File: src/rtl/wb_arb_stage_pkg.sv
// Shared types for the writeback/arbitration stage: data-mux codes, load sizes,
// pipeline writeback request and late-result entry.
package wb_arb_stage_pkg;

  // Request payloads are sized for the widest supported core; the stage truncates.
  localparam int unsigned REQ_DATA_W = 64;
  localparam int unsigned REQ_ADDR_W = 8;

  typedef enum logic [1:0] {
    WDATA_ALU = 2'd0,
    WDATA_MEM = 2'd1,
    WDATA_PC4 = 2'd2
  } wdata_mux_e;

  typedef enum logic [1:0] {
    LSU_B = 2'd0,
    LSU_H = 2'd1,
    LSU_W = 2'd2,
    LSU_D = 2'd3
  } lsu_size_e;

  typedef struct packed {
    logic                  reg_we;
    logic [REQ_ADDR_W-1:0] dest_reg;
    wdata_mux_e            wdata_mux;
    logic [REQ_DATA_W-1:0] alu_result;
    logic [REQ_DATA_W-1:0] mem_data;
    logic [REQ_DATA_W-1:0] pc_plus4;
    lsu_size_e             lsu_size;
    logic                  lsu_unsigned;
    logic [2:0]            byte_off;
  } wb_req_t;

  typedef struct packed {
    logic [REQ_ADDR_W-1:0] dest;
    logic [REQ_DATA_W-1:0] data;
  } late_entry_t;

  // Byte-offset mask that snaps an access to its natural alignment.
  function automatic logic [2:0] lane_mask(lsu_size_e size);
    case (size)
      LSU_B:   lane_mask = 3'b111;
      LSU_H:   lane_mask = 3'b110;
      LSU_W:   lane_mask = 3'b100;
      default: lane_mask = 3'b000;
    endcase
  endfunction

endpackage

File: src/rtl/wb_late_fifo.sv
// Small synchronous FIFO buffering late results until they win the write port.
module wb_late_fifo #(
  parameter int unsigned WIDTH = 8,
  parameter int unsigned DEPTH = 2
) (
  input  logic                     clk_i,
  input  logic                     rst_i,
  input  logic                     push_i,
  input  logic [WIDTH-1:0]         wdata_i,
  input  logic                     pop_i,
  output logic [WIDTH-1:0]         rdata_o,
  output logic                     full_o,
  output logic                     empty_o,
  output logic [$clog2(DEPTH):0]   count_o
);

  localparam int unsigned PTR_W = $clog2(DEPTH);
  localparam int unsigned CNT_W = PTR_W + 1;

  logic [WIDTH-1:0] mem_q [DEPTH];
  logic [PTR_W-1:0] wr_ptr_q;
  logic [PTR_W-1:0] rd_ptr_q;
  logic [CNT_W-1:0] count_q;
  logic             push_ok;
  logic             pop_ok;

  assign full_o  = (count_q == CNT_W'(DEPTH));
  assign empty_o = (count_q == '0);
  assign count_o = count_q;
  assign rdata_o = mem_q[rd_ptr_q];
  assign push_ok = push_i && !full_o;
  assign pop_ok  = pop_i && !empty_o;

  // Storage array; contents are don't-care while the FIFO is empty.
  always_ff @(posedge clk_i) begin
    if (push_ok) begin
      mem_q[wr_ptr_q] <= wdata_i;
    end
  end

  // Pointer and occupancy bookkeeping.
  always_ff @(posedge clk_i) begin
    if (rst_i) begin
      wr_ptr_q <= '0;
      rd_ptr_q <= '0;
      count_q  <= '0;
    end else begin
      if (push_ok) wr_ptr_q <= wr_ptr_q + PTR_W'(1);
      if (pop_ok)  rd_ptr_q <= rd_ptr_q + PTR_W'(1);
      case ({push_ok, pop_ok})
        2'b10:   count_q <= count_q + CNT_W'(1);
        2'b01:   count_q <= count_q - CNT_W'(1);
        default: count_q <= count_q;
      endcase
    end
  end

endmodule

File: src/rtl/wb_arb_stage.sv
// Writeback stage: selects/aligns pipeline writeback data and arbitrates the
// register-file write port against buffered late results.
// WB_LATE_BYPASS_EN: when defined, a late result arriving with the FIFO empty
// and no pipeline write goes straight to the port without a FIFO entry.
module wb_arb_stage
  import wb_arb_stage_pkg::*;
#(
  parameter int unsigned DATA_WIDTH   = 32,
  parameter int unsigned ADDR_WIDTH   = 5,
  parameter int unsigned LATE_DEPTH   = 2,
  parameter int unsigned STARVE_LIMIT = 4
) (
  input  logic                  clk_i,
  input  logic                  rst_i,
  input  logic                  wb_valid_i,
  input  wb_req_t               wb_req_i,
  input  logic                  late_valid_i,
  output logic                  late_ready_o,
  input  logic [ADDR_WIDTH-1:0] late_dest_i,
  input  logic [DATA_WIDTH-1:0] late_wdata_i,
  output logic                  we_o,
  output logic [ADDR_WIDTH-1:0] dest_reg_o,
  output logic [DATA_WIDTH-1:0] wdata_o,
  output logic                  late_busy_o,
  output logic                  stall_o
);

  localparam int unsigned LANE_W  = $clog2(DATA_WIDTH / 8);
  localparam int unsigned SW      = $clog2(STARVE_LIMIT + 1);
  localparam int unsigned CNT_W   = $clog2(LATE_DEPTH) + 1;
  localparam int unsigned ENTRY_W = $bits(late_entry_t);

  logic                  pw;
  logic                  late_acc;
  logic                  push;
  logic                  pop;
  logic                  byp;
  logic                  fifo_full;
  logic                  fifo_empty;
  logic [CNT_W-1:0]      fifo_count;
  late_entry_t           push_entry;
  late_entry_t           head;
  lsu_size_e             size_eff;
  logic [LANE_W-1:0]     lane;
  logic [DATA_WIDTH-1:0] mem_word;
  logic [DATA_WIDTH-1:0] shifted;
  logic [DATA_WIDTH-1:0] load_data;
  logic [DATA_WIDTH-1:0] pipe_data;
  logic                  we_d;
  logic [ADDR_WIDTH-1:0] dest_d;
  logic [DATA_WIDTH-1:0] wdata_d;
  logic [SW-1:0]         starve_d;
  logic                  we_q;
  logic [ADDR_WIDTH-1:0] dest_q;
  logic [DATA_WIDTH-1:0] wdata_q;
  logic [SW-1:0]         starve_q;
  logic                  stall_q;
  logic                  unused_bits;

  assign pw           = wb_valid_i && wb_req_i.reg_we &&
                        (ADDR_WIDTH'(wb_req_i.dest_reg) != '0);
  assign late_ready_o = !fifo_full && !rst_i;
  assign late_acc     = late_valid_i && late_ready_o && (late_dest_i != '0);
  assign push         = late_acc && !byp;
  assign late_busy_o  = !fifo_empty;
  assign we_o         = we_q;
  assign dest_reg_o   = dest_q;
  assign wdata_o      = wdata_q;
  assign stall_o      = stall_q;
  assign unused_bits  = ^{wb_req_i, head, fifo_count};

  always_comb begin
    push_entry      = '0;
    push_entry.dest = REQ_ADDR_W'(late_dest_i);
    push_entry.data = REQ_DATA_W'(late_wdata_i);
  end

  wb_late_fifo #(
    .WIDTH (ENTRY_W),
    .DEPTH (LATE_DEPTH)
  ) u_late_fifo (
    .clk_i   (clk_i),
    .rst_i   (rst_i),
    .push_i  (push),
    .wdata_i (push_entry),
    .pop_i   (pop),
    .rdata_o (head),
    .full_o  (fifo_full),
    .empty_o (fifo_empty),
    .count_o (fifo_count)
  );

  // Load alignment: snap offset to natural lane, shift down, then extend.
  always_comb begin
    size_eff = wb_req_i.lsu_size;
    if (DATA_WIDTH == 32 && size_eff == LSU_D) size_eff = LSU_W;
    lane     = LANE_W'(wb_req_i.byte_off & lane_mask(size_eff));
    mem_word = DATA_WIDTH'(wb_req_i.mem_data);
    shifted  = mem_word >> {lane, 3'b000};
    case (size_eff)
      LSU_B:   load_data = wb_req_i.lsu_unsigned ? DATA_WIDTH'(shifted[7:0])
                                                 : DATA_WIDTH'($signed(shifted[7:0]));
      LSU_H:   load_data = wb_req_i.lsu_unsigned ? DATA_WIDTH'(shifted[15:0])
                                                 : DATA_WIDTH'($signed(shifted[15:0]));
      LSU_W:   load_data = wb_req_i.lsu_unsigned ? DATA_WIDTH'(shifted[31:0])
                                                 : DATA_WIDTH'($signed(shifted[31:0]));
      default: load_data = shifted;
    endcase
  end

  // Writeback data select; unknown codes fall back to the ALU result.
  always_comb begin
    case (wb_req_i.wdata_mux)
      WDATA_MEM: pipe_data = load_data;
      WDATA_PC4: pipe_data = DATA_WIDTH'(wb_req_i.pc_plus4);
      default:   pipe_data = DATA_WIDTH'(wb_req_i.alu_result);
    endcase
  end

  // Port arbitration: pipeline first, then FIFO head, then (optionally) bypass.
  always_comb begin
    we_d    = 1'b0;
    dest_d  = dest_q;
    wdata_d = wdata_q;
    pop     = 1'b0;
    byp     = 1'b0;
    if (pw) begin
      we_d    = 1'b1;
      dest_d  = ADDR_WIDTH'(wb_req_i.dest_reg);
      wdata_d = pipe_data;
    end else if (!fifo_empty) begin
      pop     = 1'b1;
      we_d    = 1'b1;
      dest_d  = ADDR_WIDTH'(head.dest);
      wdata_d = DATA_WIDTH'(head.data);
    end
`ifdef WB_LATE_BYPASS_EN
    else if (late_acc) begin
      byp     = 1'b1;
      we_d    = 1'b1;
      dest_d  = late_dest_i;
      wdata_d = late_wdata_i;
    end
`endif
  end

  // Starvation counter: counts lost cycles with a pending late entry, saturating.
  always_comb begin
    starve_d = starve_q;
    if (pop) begin
      starve_d = '0;
    end else if (pw && !fifo_empty && (starve_q < SW'(STARVE_LIMIT))) begin
      starve_d = starve_q + SW'(1);
    end
  end

  // Registered write port and stall request.
  always_ff @(posedge clk_i) begin
    if (rst_i) begin
      we_q     <= 1'b0;
      dest_q   <= '0;
      wdata_q  <= '0;
      starve_q <= '0;
      stall_q  <= 1'b0;
    end else begin
      we_q     <= we_d;
      dest_q   <= dest_d;
      wdata_q  <= wdata_d;
      starve_q <= starve_d;
      stall_q  <= (starve_d >= SW'(STARVE_LIMIT));
    end
  end

endmodule

File: config.mk
export PLATFORM = sky130hd
export DESIGN_NAME = wb_arb_stage
export DESIGN_NICKNAME = d
export VERILOG_FILES = /design/src/rtl/wb_arb_stage_pkg.sv /design/src/rtl/wb_late_fifo.sv /design/src/rtl/wb_arb_stage.sv
export SDC_FILE = /design/constraint.sdc
export NUM_CORES = 1
export LEC_CHECK = 0
export ABC_AREA = 0
export BUFFER_PORTS_ARGS = -buffer_cell sky130_fd_sc_hd__buf_2
export CORE_MARGIN = 2
export CORE_UTILIZATION = 52
export CTS_CLUSTER_DIAMETER = 40
export DETAILED_ROUTE_END_ITERATION = 12
export PLACE_DENSITY = 0.82
export SLEW_MARGIN = 10
export SYNTH_ARGS = -nofsm -noshare
export SYNTH_HDL_FRONTEND = slang
export SYNTH_HIERARCHICAL = 1
export SYNTH_SLANG_ARGS = --single-unit
File: constraint.sdc
create_clock -name clk_i -period 4.1 [get_ports clk_i]
set_clock_uncertainty 0.2 [all_clocks]
set_input_delay 0.41 -clock clk_i [delete_from_list [all_inputs] [get_ports clk_i]]
set_output_delay 0.41 -clock clk_i [all_outputs]
set_load 0.1 [all_outputs]
==> reports/qor.yml <==
timing:
  slew_headroom: 0.300
  finalHoldViolations: 0
  fmax_ghz: 0.346
  fin_crit_sh: 0.705
  setup_tns_ps: 0
  slew_viol_final: 0
  setup_violations: 0
  hold_ws_ps: 15.4
  period_minus_slack_ps: 2890
  worst_pin_slew_ps: 1050
  worst_slack_ps: 1210
  rsz0062_at_grt: "no"
flow_run:
  drv_cap: 0
floorplanning:
  core_sq_um: 11300
  placementRows: 39
  top_level_ports: 291
  fp.dieH_um: 111
  die_area_sq_um: 12300
  die_width_um: 111
  initial_core_util: 0.526
clock_tree:
  cts_resized: 0
  postCtsSetupBuffers: 0
  cts_tree: "built"
  htreeDepth: 4
  clock-sinks: 120
  cts-hold-fix-buffers: 33
  numCtsBuffers: 17
  cts_buffer_depth: 2
  root_buffer: "clkbuf_16"
  insertion_delay_ps: 400
  clk_pin_slew_ps: 60
global_routing:
  globalRouteMet3Util: 0.0716
  busiest_layer: "met2"
  grt_usage: 0.298
  grt_antenna_before_repair: 1
  grt_pass1_vias: 5083
  grt_max_degree: 42
  use_met1: 0.397
  overflow: 0
  grtUsageMet2: 0.480
  grt_pass1_wl_mm: 28.0
finish:
  final_area_sq_um: 7970
  drive_gt1_frac: 0.404
  fin_nets: 951
  nFillCells: 790
  area_growth_pct: 34.3
place:
  place_ws_ps: 913
  gp_congestion: 0.881
  postPlaceCellArea_sq_um: 7000
  port_buffers: 190
  dp.final_hpwl_mm: 12.4
logic_synthesis:
  netlist_instances: 486
  yosys_warnings: 6
  synth_nets: 740
  syn_area_sq_um: 5930
  syn_area_per_cell_sq_um: 12.2
routing:
  viasPerCell: 6.16
  drtPass1Iterations: 5
  drt.antenna.violating_nets: 0
  wl_per_cell_um: 21.6
  drtIter0Drc: 535
  wl_mm: 18.4
  drc: 0
  num_vias: 5264
setup_path:
  cp.required_ps: 4000
  cp.arrival_ps: 2790
  path_class: "flop to flop"
  cp-start-kind: "flop"
  cp_max_fo: 21
  cp-end-kind: "flop"
power_and_ir_drop:
  peakVddDrop_mv: 0.331
  power_leakage_nw: 3.38
  power_density_nw_per_um2: 517
min_path:
  hp-class: "input port to flop"
run_status:
  status: "completed"
[through the flow]
stage          instances  total power [W]  utilization
3_3_place_gp         788          0.00249        0.621
6_report             854          0.00412        0.707
2_1_floorplan        486          0.00224            -
3_5_place_dp         788          0.00251        0.621
5_1_grt              853          0.00425        0.707
4_1_cts              853          0.00412        0.707
[flip-flops by register name, summed over array words and instances, names as in the netlist, named ones only]
register,count
we_o,1
wdata_o,32
starve_q,3
u_late_fifo/wr_ptr_q,1
u_late_fifo/rd_ptr_q,1
u_late_fifo/count_o,2
dest_reg_o,5
u_late_fifo/mem_q,74
[per-layer routing]
metal / wire [um] / vias to the layer above
met5: 18 / -
met4: 441 / 2
met3: 1890 / 37
met2: 8730 / 352
met1: 7320 / 2516
li1: - / 2357
[critical path, cell delays in order, from the launching register on]
cell      delay (ps)
dfxtp_1          450
nand2b_2         190
inv_2             50
nor2_2            80
nand2_1           70
a21oi_1          190
inv_1             80
or3_1            370
inv_1            600
buf_12           270
[final timing paths]
kind	startpoint	end	slack, ps	depth (start not counted)
min reg2reg	u_late_fifo/wr_ptr_q	u_late_fifo/wr_ptr_q	320	2
max	u_late_fifo/count_o[0]	u_late_fifo/mem_q[0][15]	1210	9
max reg2reg	u_late_fifo/count_o[0]	u_late_fifo/mem_q[0][15]	1210	9
min	late_dest_i[3]	u_late_fifo/mem_q[1][67]	20	1
[area by class of cell]
class                      instances  area (sq um)  area share
sequential                       120          3140       0.395
multi-input combinational        311          2590       0.325
timing repair buffer             233          1370       0.172
clock buffer                      21           460      0.0578
tap                              143           179      0.0225
clock inverter                    11           171      0.0215
inverter                          14          52.6     0.00660
antenna                            1          2.50    0.000314
[report_power, final]
part           switching [W]  internal (W)  total, W
clock               0.000538       0.00105   0.00159
sequential         0.0000576       0.00138   0.00144
combinational       0.000761      0.000333   0.00109
total                0.00136       0.00276   0.00412
[layout by cell type (no fill, tap or decap), types with 3 or more instances in the layout]
cell type and count:
dfxtp_1 45, nor3_1 6, o22ai_1 11, a221oi_1 30, nand2_1 10, buf_2 190
mux4_1 4, inv_1 13, a22o_1 7, mux2i_1 35, a21oi_1 22, nor2_1 24
o21ai_1 14, a211o_1 22, mux4_2 3, o31ai_1 7, dlygate4sd3_1 33, nor3b_1 6
mux2_2 40, bufinv_16 4, o21ai_0 21, o32ai_1 6, a211oi_1 4, ha_1 4
edfxtp_1 74, buf_4 9, clkbuf_16 17
(Power assumes the default switching activity.)
